$ cat src/rtl/jk_bank_arbiter.sv
// jk_bank_arbiter: two-requester JK bank sequencer; define JK_BANK_ARBITER_RR_EN for round-robin ties
module jk_bank_arbiter #(
  parameter int WIDTH = 4
) (
  input  logic             clk,
  input  logic             reset_async,
  input  logic             req0,
  input  logic             req1,
  input  logic [1:0]       op0,
  input  logic [1:0]       op1,
  input  logic [WIDTH-1:0] mask0,
  input  logic [WIDTH-1:0] mask1,
  output logic             gnt0,
  output logic             gnt1,
  output logic             busy,
  output logic [WIDTH-1:0] q
);
  typedef enum logic {IDLE, APPLY} state_t;
  state_t state, state_nxt;
  logic owner, win, tie, start;
  logic [1:0] op;
  logic [WIDTH-1:0] mask, j, k;
`ifdef JK_BANK_ARBITER_RR_EN
  logic last;
  assign tie = ~last;
  always_ff @(posedge clk or posedge reset_async)
    if (reset_async) last <= 1'b1;
    else if (start) last <= win;
`else
  assign tie = 1'b0;
`endif
  assign start = (state == IDLE) && (req0 || req1);
  always_comb begin
    win = (req0 && req1) ? tie : req1;
    state_nxt = (state == APPLY) ? IDLE : (start ? APPLY : IDLE);
  end
  assign j = {WIDTH{op[1]}} & mask;
  assign k = {WIDTH{op[0]}} & mask;
  always_ff @(posedge clk or posedge reset_async) begin
    if (reset_async) begin
      state <= IDLE;
      owner <= 1'b0;
      op    <= 2'b00;
      mask  <= '0;
      q     <= '0;
    end else begin
      state <= state_nxt;
      if (start) begin
        owner <= win;
        op    <= win ? op1 : op0;
        mask  <= win ? mask1 : mask0;
      end
      if (state == APPLY) q <= (j & ~q) | (~k & q);
    end
  end
  assign busy = (state == APPLY);
  assign gnt0 = busy && !owner;
  assign gnt1 = busy && owner;
endmodule
$ cat config.mk
export PLATFORM = sky130hd
export DESIGN_NAME = jk_bank_arbiter
export DESIGN_NICKNAME = d
export VERILOG_FILES = /design/src/rtl/jk_bank_arbiter.sv
export SDC_FILE = /design/constraint.sdc
export NUM_CORES = 1
export LEC_CHECK = 0
export ABC_CLOCK_PERIOD_IN_PS = 2000
export CELL_PAD_IN_SITES_DETAIL_PLACEMENT = 0
export CELL_PAD_IN_SITES_GLOBAL_PLACEMENT = 1
export CORE_UTILIZATION = 33
export DETAILED_ROUTE_END_ITERATION = 8
export GPL_TIMING_DRIVEN = 0
export PLACE_DENSITY_LB_ADDON = 0.1
export SLEW_MARGIN = 20
export SYNTH_ARGS = -nofsm -noshare
export SYNTH_HDL_FRONTEND = slang
export SYNTH_SLANG_ARGS = --single-unit
$ cat constraint.sdc
create_clock -name clk -period 2 [get_ports clk]
set_clock_uncertainty 0.05 [all_clocks]
set_input_delay 0.4 -clock clk [delete_from_list [all_inputs] [get_ports clk]]
set_output_delay 0.4 -clock clk [all_outputs]
set_load 0.01 [all_outputs]
# Yosys cells after proc, flatten, opt, wreduce, memory -nomap -nowiden
# Cells that the tools add are included.
op_classes:
  mux: 5
  bitwise_logic: 8
  reduce_logical: 6
ops:
  columns: ["op", "n"]
  rows:
  - ["4-bit bitwise AND", 4]
  - ["4-bit NOT", 2]
  - ["1-bit logical AND", 4]
  - ["4-bit two-way mux", 1]
  - ["4-bit bitwise OR", 1]
  - ["1-bit two-way mux", 3]
  - ["2-bit two-way mux", 1]
  - ["1-bit zero test", 1]
  - ["1-bit logical OR", 1]
  - ["1-bit NOT", 1]
totals:
  regBits: 12
  inputBits: 16
  out_inout_bits: 7
  wordCells: 24

# Longest topological paths before layout
logic_depth:
  ltp_word: 4
  depth_mapped: 3

# Worst setup path after synthesis
# OpenSTA, ideal clock, no wires.
synth_timing:
  path_type: "register to register"
  from: "reg state (netlist: busy)"
  to: "reg mask[0]"
  setup_ps: 123
  arrival_ps: 1215
  required_ps: 1827
  setup_slack_ps: 612
  path_stages_with_launch: 4
  path_buffers: 1
  period_less_slack_ps: 1388
  path_cell_list: "dfrtp_1 -> buf_6 -> or4b_1 -> o221a_2"
synth_between:
  elab_chain_len: 2
synth_lines:
  columns: ["element", "line_no", "source"]
  rows:
  - ["start: declaration", "19", "state_t state, state_nxt;"]
  - ["start signal: assignment", "47", "state <= state_nxt;"]
  - ["1-bit NOT", "32", "assign start = (state == IDLE) && (req0 || req1);"]
  - ["1-bit logical AND", "32", null]
  - ["end signal: assignment", "51", "mask <= win ? mask1 : mask0;"]
  - ["end: declaration", "22", "logic [WIDTH-1:0] mask, j, k;"]
# Every way passes these cells.
# A chain may end at the register's enable or synchronous reset.

# Worst setup path in the final report
layout_timing:
  from: "reg state (netlist: busy)"
  to: "out gnt0"
layout_between:
  elab_chain_len: 1
layout_lines:
  columns: ["element", "line_no", "source"]
  rows:
  - ["1-bit logical AND", "57", "assign gnt0 = busy && !owner;"]
  - ["end: declaration", "13", "output logic gnt0,"]
# Every way passes these cells.

==> qor.txt <==
LEAKAGE -> 0.000320 uW
ANT nets after route -> 0
Buffers on Ports -> 22
status -> complete, no violations
DP Wirelength -> 867 microns
CTS buffer count -> 3
Reg power frac -> 46.6%
Max-Slew Margin vs Limit -> 70.2%
Compound-Gate Fraction of Synth Area -> 24.7%
drt total wl -> 1090 microns
Netlist cell types -> 13
share of cells above drive strength 1 -> 20.3%
Sequential Area -> 302 sq um
Worst Setup Start Kind -> register
Final period util -> 94.4%
Syn Std Cell Area -> 547 sq um
Initial Utilization -> 35.9%
Syn Nets -> 58
initial antenna violation count -> 0
Max clock buf depth -> 2
Ys Warns -> 0
clk root buf -> clkbuf_4
multiplexer share of the synthesized area -> 0%
diode count -> 0
row count -> 14
clk sinks -> 12
Die ar. -> 0.00182 sq mm
TritonCTS clock tree -> yes
hold crit path type -> in2async
register area share after synthesis -> 54.9%
Sw Share -> 28.4%
Mapped Cells -> 42
# setup viols final -> 0
Finished Core Util -> 54.2%
Vias/cell -> 5.26
Max Freq -> 530 MHz
Final Instance Area -> 826 sq um
required time of the worst setup path -> 1550 ps
fin. max-slew vios -> 0
first-pass GRT wire length -> 2040 microns
CTS clk-pin slew, worst paths -> 70 ps
core area -> 0.00152 sq mm
# DRC -> 0
clock latency on the worst-skew pair -> 260 ps
GRT Residual Overflow -> 0
via count of the first global-routing pass -> 453
worst setup margin -> 113 ps
combinational share of power -> 35.3%
Synth Area in XOR/XNOR -> 0%
PD cells -> 949 mW/mm^2
nets -> 87
DP Area -> 787 sq um
die height -> 42.7 microns
gr usage total -> 14.7%
crit path kind -> reg2out
drt pass-1 iters -> 2
largest family of logic cells by synthesized area -> compound AO/OA/AOI/OAI gates
First DRT Iteration DRCs -> 3
largest net degree at the start of global routing -> 13
sw power -> 223 uW
cell-internal power -> 561 uW
WL/cell -> 12.8 microns
final hold violations -> 0
dominant cells by area after synthesis -> dfrtp_1, o221a_2, or4b_1
Mapped Avg Cell Area -> 13.0 sq um
post-synthesis adder-cell area fraction -> 0%
worst slew pin tran -> 447 ps
simple-gate share of the synthesized area -> 16.9%
RSZ-0062 raised after global routing -> no
Yosys reg bits -> 12
clock power share -> 18.1%
Yosys top cell area share -> 54.9%
P&R area growth vs syn -> 51.0%
die width -> 42.7 microns
vias post-DR -> 447
crit path DAT -> 1440 ps
htree depth -> 1
setup TNS -> 0 ps
Worst Setup End Kind -> output pin
peak supply drop -> 0.000321 V
max_cap viols -> 0
Final GP Congestion -> 0.685
multi-input logic area -> 228 sq um
Worst Hold Slack -> 385 ps
top fanout value on the critical path -> 10
minimum clock period -> 1890 ps
pre-CTS setup slack -> 199 ps
num ports -> 23
FILL cells -> 154
Synth area leader -> dfrtp_1
==> through the flow <==
stage | total power [uW] | instances
final | 784 | 85
after global routing | 839 | 85
after CTS | 790 | 83
after detailed placement | 644 | 80
after global placement | 638 | 80
after floorplan | 491 | 42
==> timing repair <==
| action | in CTS | in global routing |
|---|---|---|
| hold buffers | 0 | 0 |
| setup endpoints to repair | 2 | 2 |
| endpoints found under the hold margin | 0 | 0 |
| cloned | 0 | 0 |
| buffers inserted | 0 | 2 |
| resized for setup | 1 | 0 |
==> critical path, stage by stage, from the launching register on <==
cell and delay [ps]:
dfrtp_2 380, buf_6 130, nor2b_1 130, clkdlybuf4s50_1 540
==> cell families (layout without fill, tap and decap cells) <==
kind of cell / count (synthesis) / after routing
compound gates: 16 / 16
flops: 12 / 12
simple gates: 11 / 11
buf+inv: 3 / 30
==> flip-flops by register name, indices dropped and copies added (netlist names) <==
signal,count
mask,4
q,4
op,2
busy,1
owner,1
==> area by class of cell <==
type | count | share of cell area, %
Clock buffer | 3 | 2.73
Multi-Input combinational cell | 27 | 27.6
Inverter | 1 | 0.455
Buffer | 2 | 1.82
Timing Repair Buffer | 24 | 28.5
Tap cell | 16 | 2.42
Sequential cell | 12 | 36.5
==> Yosys cell counts <==
master / number
clkbuf_1: 1
nand2b_1: 1
o21a_1: 1
dfrtp_1: 12
nor2b_1: 1
and2b_1: 1
o221a_2: 6
or4b_1: 6
o21ba_2: 1
buf_6: 1
and2_1: 2
inv_1: 1
a31oi_1: 8
==> power groups by stage <==
stage	logic [uW]	clock network (uW)	registers, uW
after floorplan	109	0	382
after global placement	267	0	370
after detailed placement	271	0	373
after CTS	272	149	369
after global routing	303	158	377
final	277	142	365
==> worst paths after layout <==
path / from / endpoint / slack (ps) / cells past startpoint
min in group clk: q[1] / q[1] / 430 / 1
worst max-delay path: busy / gnt0 / 110 / 3
worst max register to register: busy / mask[3] / 610 / 3
worst min register to register: q[1] / q[1] / 430 / 1
max in group asynchronous: reset_async / busy / 1180 / 2
worst min-delay path: reset_async / q[2] / 390 / 2
==> cells in the final DEF, fill, tap and decap left out <==
| cell type | instances |
|---|---|
| o221a_2 | 6 |
| and2b_1 | 1 |
| and2_1 | 2 |
| clkdlybuf4s50_1 | 22 |
| clkbuf_1 | 1 |
| nand2b_1 | 1 |
| o21ba_2 | 1 |
| o21a_1 | 1 |
| or4b_1 | 6 |
| buf_6 | 1 |
| dfrtp_2 | 1 |
| inv_1 | 1 |
| dfrtp_1 | 11 |
| a31oi_1 | 8 |
| clkbuf_4 | 3 |
| buf_4 | 2 |
| nor2b_1 | 1 |
==> layer usage <==
layer | share of wire, % | GRT usage (%) | vias to the layer above
met5 | 0 | 0 | -
met4 | 0 | 5.63 | 0
met3 | 5.4 | 4.26 | 0
met2 | 46 | 22.7 | 16
met1 | 48 | 19.2 | 203
li1 | - | - | 228
Note: power is estimated with default switching activity, not from simulation.
